[config.mk]
export PLATFORM = sky130hd
export DESIGN_NAME = divider
export DESIGN_NICKNAME = d
export VERILOG_FILES = /design/src/rtl/divider_pkg.sv /design/src/rtl/divider_div_step.sv /design/src/rtl/divider.sv
export SDC_FILE = /design/constraint.sdc
export NUM_CORES = 1
export LEC_CHECK = 0
export ABC_CLOCK_PERIOD_IN_PS = 2700
export BUFFER_PORTS_ARGS = -buffer_cell sky130_fd_sc_hd__buf_2
export CORE_MARGIN = 5
export CORE_UTILIZATION = 40
export CTS_CLUSTER_DIAMETER = 50
export DETAILED_ROUTE_END_ITERATION = 6
export PLACE_DENSITY = 0.74
export SYNTH_ARGS = -nofsm -noshare
export SYNTH_HDL_FRONTEND = slang
export SYNTH_SLANG_ARGS = --single-unit
[constraint.sdc]
create_clock -name clock -period 2.7 [get_ports clock]
set_input_delay 0.54 -clock clock [delete_from_list [all_inputs] [get_ports clock]]
set_output_delay 0.54 -clock clock [all_outputs]
set_load 0.03 [all_outputs]
[src/rtl/divider_pkg.sv]
// Shared types and constants for the 16-by-8 restoring divider.
package divider_pkg;

    localparam int DIVIDEND_W = 16;
    localparam int DIVISOR_W  = 8;
    localparam int N_STEPS    = 8;

    typedef enum logic [1:0] {
        IDLE     = 2'b00,
        CALC     = 2'b01,
        WAIT_RFD = 2'b10,
        OUT      = 2'b11
    } state_t;

endpackage

[src/rtl/divider_div_step.sv]
// One restoring step: shift the partial remainder left, subtract the
// divisor from the high half when it fits, and shift in the quotient bit.
module div_step
    import divider_pkg::*;
(
    input  logic [DIVIDEND_W-1:0] i_rem,
    input  logic [DIVISOR_W-1:0]  i_div,
    output logic [DIVIDEND_W-1:0] o_rem
);

    logic [DIVISOR_W:0]   w_hi;
    logic [DIVISOR_W-1:0] w_diff;

    // High half of the 17-bit shifted value; bit 8 is the carried-out MSB.
    assign w_hi   = {i_rem[15:8], i_rem[7]};
    assign w_diff = w_hi[7:0] - i_div;

    always_comb begin
        if (w_hi >= {1'b0, i_div}) begin
            o_rem = {w_diff, i_rem[6:0], 1'b1};
        end else begin
            o_rem = {i_rem[14:0], 1'b0};
        end
    end

endmodule

[src/rtl/divider.sv]
// Sequential 16/8 restoring divider with /dav-rfd handshakes.
// Optional overflow pre-check and ovf port: define DIVIDER_OVF_EN.
module divider
    import divider_pkg::*;
(
    input  logic                  clock,
    input  logic                  reset,
    input  logic [DIVIDEND_W-1:0] data_in,
    input  logic [DIVISOR_W-1:0]  divisor_in,
    input  logic                  dav_in_,
    output logic                  rfd_in,
    output logic [DIVISOR_W-1:0]  quot_out,
    output logic [DIVISOR_W-1:0]  rem_out,
    output logic                  dav_out_,
    input  logic                  rfd_q,
    input  logic                  rfd_r
`ifdef DIVIDER_OVF_EN
    ,
    output logic                  ovf
`endif
);

    state_t                r_state;
    logic [DIVIDEND_W-1:0] r_rem;
    logic [DIVISOR_W-1:0]  r_div;
    logic [2:0]            r_count;
    logic                  r_rfd_in;
    logic                  r_dav_out_;
    logic [DIVIDEND_W-1:0] w_next_rem;

`ifdef DIVIDER_OVF_EN
    logic r_ovf;
    logic w_ovf;

    assign w_ovf = (divisor_in == '0) || (data_in[15:8] >= divisor_in);
    assign ovf   = r_ovf;
`endif

    div_step u_step (
        .i_rem (r_rem),
        .i_div (r_div),
        .o_rem (w_next_rem)
    );

    // Results live in the partial-remainder register itself.
    assign quot_out = r_rem[7:0];
    assign rem_out  = r_rem[15:8];
    assign rfd_in   = r_rfd_in;
    assign dav_out_ = r_dav_out_;

    always_ff @(posedge clock) begin
        if (reset) begin
            r_state    <= IDLE;
            r_rem      <= '0;
            r_div      <= '0;
            r_count    <= '0;
            r_rfd_in   <= 1'b1;
            r_dav_out_ <= 1'b1;
`ifdef DIVIDER_OVF_EN
            r_ovf      <= 1'b0;
`endif
        end else begin
            unique case (r_state)
                IDLE: begin
                    if (!dav_in_) begin
                        r_rfd_in <= 1'b0;
                        r_div    <= divisor_in;
                        r_count  <= '0;
`ifdef DIVIDER_OVF_EN
                        if (w_ovf) begin
                            r_rem   <= 16'h00FF;
                            r_ovf   <= 1'b1;
                            r_state <= WAIT_RFD;
                        end else begin
                            r_rem   <= data_in;
                            r_ovf   <= 1'b0;
                            r_state <= CALC;
                        end
`else
                        r_rem   <= data_in;
                        r_state <= CALC;
`endif
                    end
                end
                CALC: begin
                    r_rem   <= w_next_rem;
                    r_count <= r_count + 3'd1;
                    if (r_count == 3'(N_STEPS - 1)) begin
                        r_state <= WAIT_RFD;
                    end
                end
                WAIT_RFD: begin
                    if (rfd_q && rfd_r) begin
                        r_dav_out_ <= 1'b0;
                        r_state    <= OUT;
                    end
                end
                OUT: begin
                    // Held until both consumers drop and the producer releases.
                    if (!rfd_q && !rfd_r && dav_in_) begin
                        r_dav_out_ <= 1'b1;
                        r_rfd_in   <= 1'b1;
                        r_state    <= IDLE;
                    end
                end
                default: r_state <= IDLE;
            endcase
        end
    end

endmodule

==> qor.yml, run 1 <==
yosys:
  netlist.area_leader.share_pct: 34.3
  synth.area.top_cells: "dfxtp_1 (34%), ha_1 (9.7%), a21oi_1 (5.8%), nor2_1 (5.6%), nand2_1 (5.2%)"
  syn_area_um2: 1810
  ys_top_cells_by_count: "dfxtp_1 (31), nor2_1 (27), nand2_1 (25), a21oi_1 (21), inv_1 (15)"
  synth.largest_area_cell: "dfxtp_1"
  synth_flop_cell: "dfxtp_1"
  syn_area_per_cell_um2: 8.12
  synth_edf_count: 0
  syn_nets: 267
  synth-seq-cells: 31
  synth.distinct_cells: 41
  syn_inst: 223
  synth_most_common_cell: "dfxtp_1"
  yosysWarningCount: 0
  async_flop_share_pct: 0
  ys_seq_area_share_pct: 34.3
grt:
  grt_overflow_total: 0
  grtUsageTotal_pct: 15.0
  grt_pass1_vias: 1649
  grt_first_pass_wirelength_um: 7330
  grt_antenna_before_repair: 0
  grt_max_degree: 33
timing:
  fmax_mhz: 483
  fin_crit_sh_pct: 76.7
  rsz0062_at_grt: "no"
  min_period_ps: 2070
  tns_ps: 0
  worst_pin_slew_ps: 676
  relSlewSlack_pct: 54.9
  final-hold-violation-count: 0
  report.final.slew_viol_count: 0
  finalClockSkew_ps: 6.79
  setup_violations: 0
power_and_ir_drop:
  power_density_nw_per_um2: 1430
  p_leak_nw: 0.939
  total_power_mw: 3.08
  peakVddDrop_mv: 0.721
detailed_routing:
  postRouteAntennaNets: 0
  drtPass1Iterations: 4
  drc: 0
  dr_wl_met3_um: 174
  viasPerCell: 5.45
  drt_wl_total_um: 4510
  num_vias: 1751
  wl_met1_um: 2090
  top_layer: "met4"
  wl_met2_um: 2110
  post_drt_wl_per_cell_um: 14.1
  detail_route.iter0.violations: 66
critical_path:
  worst_setup_path_end_kind: "flop"
  startpoint_type: "flop"
  cp_data_required_time_ps: 2880
  rr_worst_depth: 6
  arrival_ps: 2260
  crit_fanout: 17
  crit_type: "flop to flop"
clocking:
  clock-sinks: 31
  cts_hold_buf: 0
  postCtsSetupBuffers: 0
  clockRootBuffer: "clkbuf_8"
  clock_path_buffers: 2
  cts_made_buffers: 5
  cts_tree: "built"
  cts-resized-gates: 0
  clk_pin_slew_ps: 60
  cts_max_level: 2
  insertion_delay_ps: 280
final_layout:
  area_growth_syn_to_layout_pct: 18.6
  finalNetCount: 312
  fin_cells: 321
  drive_gt1_share_pct: 21.6
  utilization_pct: 49.0
  nFillCells: 437
  antenna_cells: 0
floorplanning:
  floorplan.rows: 24
  start_util_pct: 41.3
  io_pins: 47
  die_y_um: 77.3
  core_um2: 4380
  die_w_um: 77.3
  die-area_um2: 5980
placed_design:
  io_buffer_count: 46
  place_congestion: 0.904
  hpwl_um: 3380
  dp_cells: 313
job:
  drv_cap: 0
worst_hold_path:
  holdPathStages: 2
  hold_class: "flop to flop"
run_status:
  status: "finished clean"
==> state kept, by name (all words and copies together) (netlist names) <==
| name | count |
|---|---|
| r_count | 3 |
| r_state | 2 |
| dav_out_ | 1 |
| r_div | 8 |
| r_rem | 16 |
| rfd_in | 1 |
==> critical path, cell delays in order, from the launching register on <==
cell     delay, ps
dfxtp_1        330
inv_1           80
ha_1           360
inv_1          140
o21ai_2        580
o32ai_1        200
nor4_1         280
==> logic make-up after synthesis <==
kind of cell	Yosys count	share of synthesized area (%)
AO/OA/AOI/OAI	71	25.9
XOR/XNOR	4	1.93
adder cells (fa/ha/maj)	15	10.8
buffers and inverters	25	6.15
flip-flops	31	34.3
multiplexers	9	4.97
AND/OR/NAND/NOR	68	16.0
==> report_power, final <==
group | switching, mW | internal (mW) | leakage [nW] | total [mW]
Clock | 0.169 | 0.181 | 0.0422 | 0.350
Sequential | 0.143 | 0.614 | 0.255 | 0.757
Combinational | 1.24 | 0.732 | 0.642 | 1.97
Total | 1.56 | 1.53 | 0.939 | 3.08
==> path summary, 6_finish.rpt <==
kind / end / slack [ps] / startpoint
max: r_rem[14] / 630 / r_state[1]
min: r_div[3] / 460 / r_div[3]
max reg2reg: r_rem[14] / 630 / r_state[1]
min reg2reg: r_div[3] / 460 / r_div[3]
==> metal layers <==
| layer | GRT usage, % | vias to the layer above |
|---|---|---|
| met2 | 23.1 | 40 |
| met5 | 0 | - |
| met1 | 19.5 | 812 |
| met3 | 2.69 | 12 |
| li1 | - | 887 |
| met4 | 8.42 | 0 |
==> cells in the final DEF, fill, tap and decap left out, types with 4 or more instances in the layout <==
master / instances
o21ai_0: 8
mux2i_1: 9
nor2b_1: 4
nand2_1: 25
ha_1: 14
a211oi_1: 10
nor2_1: 27
buf_2: 46
inv_1: 15
clkbuf_8: 5
a22oi_1: 7
a21oi_1: 21
dfxtp_1: 31
==> per-stage QoR <==
stage               cell area [um^2]  worst slack [ps]  hold slack [ps]
floorplan                       1810               657              436
detailed placement              2070               623              449
global placement                2070               693              443
CTS                             2150               606              458
global route                    2150               362              483
finish                          2150               629              459
==> final cells by class <==
type	instances	area (um^2)	area share [%]
clock buffers	7	76.3	3.55
flip-flops and latches	31	621	28.9
inverters	15	56.3	2.62
multi-input cells	167	1080	50.3
clock inverters	1	5.00	0.233
well taps	52	65.1	3.03
repair buffers	48	245	11.4
Power figures use the tool's default switching activity.
==> run 2, diff against run 1 <==
- ABC_AREA: unset -> 1
- ABC_CLOCK_PERIOD_IN_PS: 2700 -> 2100
- clock period: 2.7 -> 2.1 ns (I/O delays scaled with it)
==> qor.yml, run 2 <==
power_and_ir_drop:
  p_leak_nw: 1.13  # was 0.939 nW
  peakVddDrop_mv: 0.849  # was 0.721 mV
  power_density_nw_per_um2: 1870  # was 1430 nW/um^2
  total_power_mw: 4.18  # was 3.08 mW
yosys:
  ys_seq_area_share_pct: 33.0  # was 34.3%
  synth-seq-cells: 31  # unchanged
  ys_top_cells_by_count: "nand2_1 (57), inv_1 (35), dfxtp_1 (31), o21ai_0 (30)"  # was dfxtp_1 (31), nor2_1 (27), nand2_1 (25), a21oi_1 (21), inv_1 (15)
  synth.largest_area_cell: "dfxtp_1"  # unchanged
  synth_edf_count: 0  # unchanged
  syn_area_per_cell_um2: 6.88  # was 8.12 um^2
  syn_inst: 273  # was 223
  yosysWarningCount: 0  # unchanged
  synth_most_common_cell: "nand2_1"  # was dfxtp_1
  synth.area.top_cells: "dfxtp_1 (33%), nand2_1 (11%), ha_1 (9.3%), o21ai_0 (8.0%), inv_1 (7.0%)"  # was dfxtp_1 (34%), ha_1 (9.7%), a21oi_1 (5.8%), nor2_1 (5.6%), nand2_1 (5.2%)
  async_flop_share_pct: 0  # unchanged
  synth.distinct_cells: 26  # was 41
  netlist.area_leader.share_pct: 33.0  # was 34.3%
  syn_nets: 317  # was 267
  syn_area_um2: 1880  # was 1810 um^2
  synth_flop_cell: "dfxtp_1"  # unchanged
grt:
  grt_pass1_vias: 1758  # was 1,649
  grt_antenna_before_repair: 0  # unchanged
  grt_max_degree: 25  # was 33
  grtUsageMet1_pct: 19.2  # was 19.5%
  grt_first_pass_wirelength_um: 7690  # was 7330 um
  grtUsageMet2_pct: 25.1  # was 23.1%
  met3_usage_pct: 4.36  # was 2.69%
  busiest_layer: "met2"  # unchanged
  grt_overflow_total: 0  # unchanged
  grtUsageTotal_pct: 15.5  # was 15.0%
clocking:
  clockRootBuffer: "clkbuf_8"  # unchanged
  clock-sinks: 31  # unchanged
  insertion_delay_ps: 280  # about the same
  cts_tree: "built"  # unchanged
  cts_made_buffers: 5  # unchanged
  cts-resized-gates: 0  # unchanged
  cts_max_level: 2  # unchanged
  postCtsSetupBuffers: 0  # unchanged
  cts_hold_buf: 0  # unchanged
  clk_pin_slew_ps: 70  # was 60 ps
  clock_path_buffers: 2  # unchanged
timing:
  rsz0062_at_grt: "no"  # unchanged
  final-hold-violation-count: 0  # unchanged
  tns_ps: 0  # unchanged
  setup_ws_ps: 273  # was 629 ps
  relSlewSlack_pct: 57.3  # was 54.9%
  fmax_mhz: 547  # was 483 MHz
  min_period_ps: 1830  # was 2070 ps
  setup_violations: 0  # unchanged
  worst_pin_slew_ps: 640  # was 676 ps
  finalClockSkew_ps: 4.66  # was 6.79 ps
  report.final.slew_viol_count: 0  # unchanged
  fin_crit_sh_pct: 87.0  # was 76.7%
critical_path:
  r2r_start: "r_rem[7]"  # was r_state[1]
  crit_buf_inv: 2  # unchanged
  cp_data_required_time_ps: 2290  # was 2880 ps
  crit_fanout: 3  # was 17
  startpoint: "r_rem[7]"  # was r_state[1]
  cpLargestDelayFamily: "simple AND/OR/NAND/NOR gates"  # was compound AO/OA/AOI/OAI gates
  startpoint_type: "flop"  # unchanged
  worst_path_largest_cell_delay_ps: 420  # was 580 ps
  crit_type: "flop to flop"  # unchanged
  arrival_ps: 2020  # was 2260 ps
  crit_top_cell: "nand2_1"  # was inv_1
  worst_setup_path_end_kind: "flop"  # unchanged
  crit_chain: "inv_1 > ha_1 > fa_1 > nor2_1 > nand2_1 > nand4_1 > nand2_1 > nand3_1 > nand3_1 > nand2_1 > inv_1"  # was inv_1 > ha_1 > inv_1 > o21ai_2 > o32ai_1 > nor4_1
  cpMaxStageDelayCell: "fa_1"  # was o21ai_2
job:
  drv_cap: 0  # unchanged
floorplanning:
  start_util_pct: 40.6  # was 41.3%
  core_um2: 4630  # was 4380 um^2
  die_y_um: 78.5  # was 77.3 um
  die_w_um: 78.5  # was 77.3 um
  io_pins: 47  # unchanged
  die-area_um2: 6170  # was 5980 um^2
  floorplan.rows: 25  # was 24
detailed_routing:
  drt_wl_total_um: 4690  # was 4510 um
  postRouteAntennaNets: 0  # unchanged
  drc: 0  # unchanged
  num_vias: 1898  # was 1,751
  post_drt_wl_per_cell_um: 12.5  # was 14.1 um
  viasPerCell: 5.07  # was 5.45
  drtPass1Iterations: 4  # unchanged
  detail_route.iter0.violations: 190  # was 66
final_layout:
  largest_register: "r_rem"  # unchanged
  largest_register_ffs: 16  # unchanged
  design_area_um2: 2240  # was 2150 um^2
  area_growth_syn_to_layout_pct: 19.1  # was 18.6%
  largest_registers: "r_rem (16), r_div (8), r_count (3)"  # unchanged
  layout_commonest_cell: "nand2_1"  # was buf_2
  nFillCells: 464  # was 437
  finalNetCount: 363  # was 312
  layout_common_cells: "nand2_1 (57), buf_2 (46), inv_1 (35)"  # was buf_2 (46), dfxtp_1 (31), nor2_1 (27)
  drive_gt1_share_pct: 20.6  # was 21.6%
  antenna_cells: 0  # unchanged
worst_hold_path:
  hp-start: "divisor_in[0]"  # was r_div[3]
  hold_class: "primary input to flop"  # was flop to flop
placed_design:
  io_buffer_count: 46  # unchanged
  hpwl_um: 3540  # was 3380 um
  post_dp_cell_area_um2: 2160  # was 2070 um^2
  place_congestion: 0.903  # was 0.904
  place_ws_ps: 304  # was 623 ps
run_status:
  status: "finished clean"  # unchanged
## run 2: cell types whose count changed in the layout (fill, tap and decap cells not counted), moves of 4 or more
cell,previous run,this run
nand2_1,25,57
a31oi_1,2,7
a211oi_1,10,0
nand3_1,2,22
o21ai_0,8,30
inv_1,15,35
a22oi_1,7,0
nor2_1,27,21
nand4_1,2,6
nor2b_1,4,0
mux2i_1,9,0
## run 2: cells by family (layout without fill, tap and decap cells)
logic type | after synthesis | in the layout | share of synthesized area (%)
AO/OA/AOI/OAI | 63 | 63 | 18.5
adder cells (fa/ha/maj) | 15 | 15 | 10.4
flip-flops | 31 | 31 | 33.0
AND/OR/NAND/NOR | 114 | 114 | 27.0
buffers and inverters | 47 | 94 | 9.66
XOR/XNOR | 3 | 3 | 1.40
## run 2: final cells by class
class | count | area, um^2 | area share [%]
timing repair buffer | 49 | 253 | 11.3
clock buffer | 7 | 76.3 | 3.41
inverter | 37 | 139 | 6.21
sequential | 31 | 621 | 27.7
clock inverter | 1 | 5.00 | 0.224
multi-input combinational | 195 | 1080 | 48.1
tap | 54 | 67.6 | 3.02
## run 2: tightest hold or removal path: cells and delay by family
kind | cells | cell delay (ps)
and+or+nand+nor | 2 | 140
buffers and inverters | 1 | 70
## run 2: path summary, 6_finish.rpt
path | endpoint | slack [ps] | cells after the start
worst min register to register | dav_out_ | 450 | 2
worst min-delay path | r_div[0] | 390 | 3
worst max register to register | r_rem[14] | 270 | 11
worst max-delay path | r_rem[14] | 270 | 11
## run 2: per-stage QoR
| step | hold slack (ps) | util (%) | std cells |
|---|---|---|---|
| final | 390 | 48.3 | 374 |
| after global routing | 395 | 48.3 | 374 |
| after CTS | 388 | 48.3 | 374 |
| after floorplan | 429 | - | 273 |
| after detailed placement | 446 | 46.6 | 366 |
| after global placement | 442 | 46.6 | 366 |
## run 2: routing by layer
metal	up-vias	part of all wire, %
met5	-	0
met4	0	2.2
met3	11	7.2
met2	63	47
met1	833	43
li1	991	-
## run 2: power by group
group | switching (mW) | internal [mW]
Sequential | 0.169 | 0.814
Combinational | 1.82 | 0.922
Clock | 0.227 | 0.232
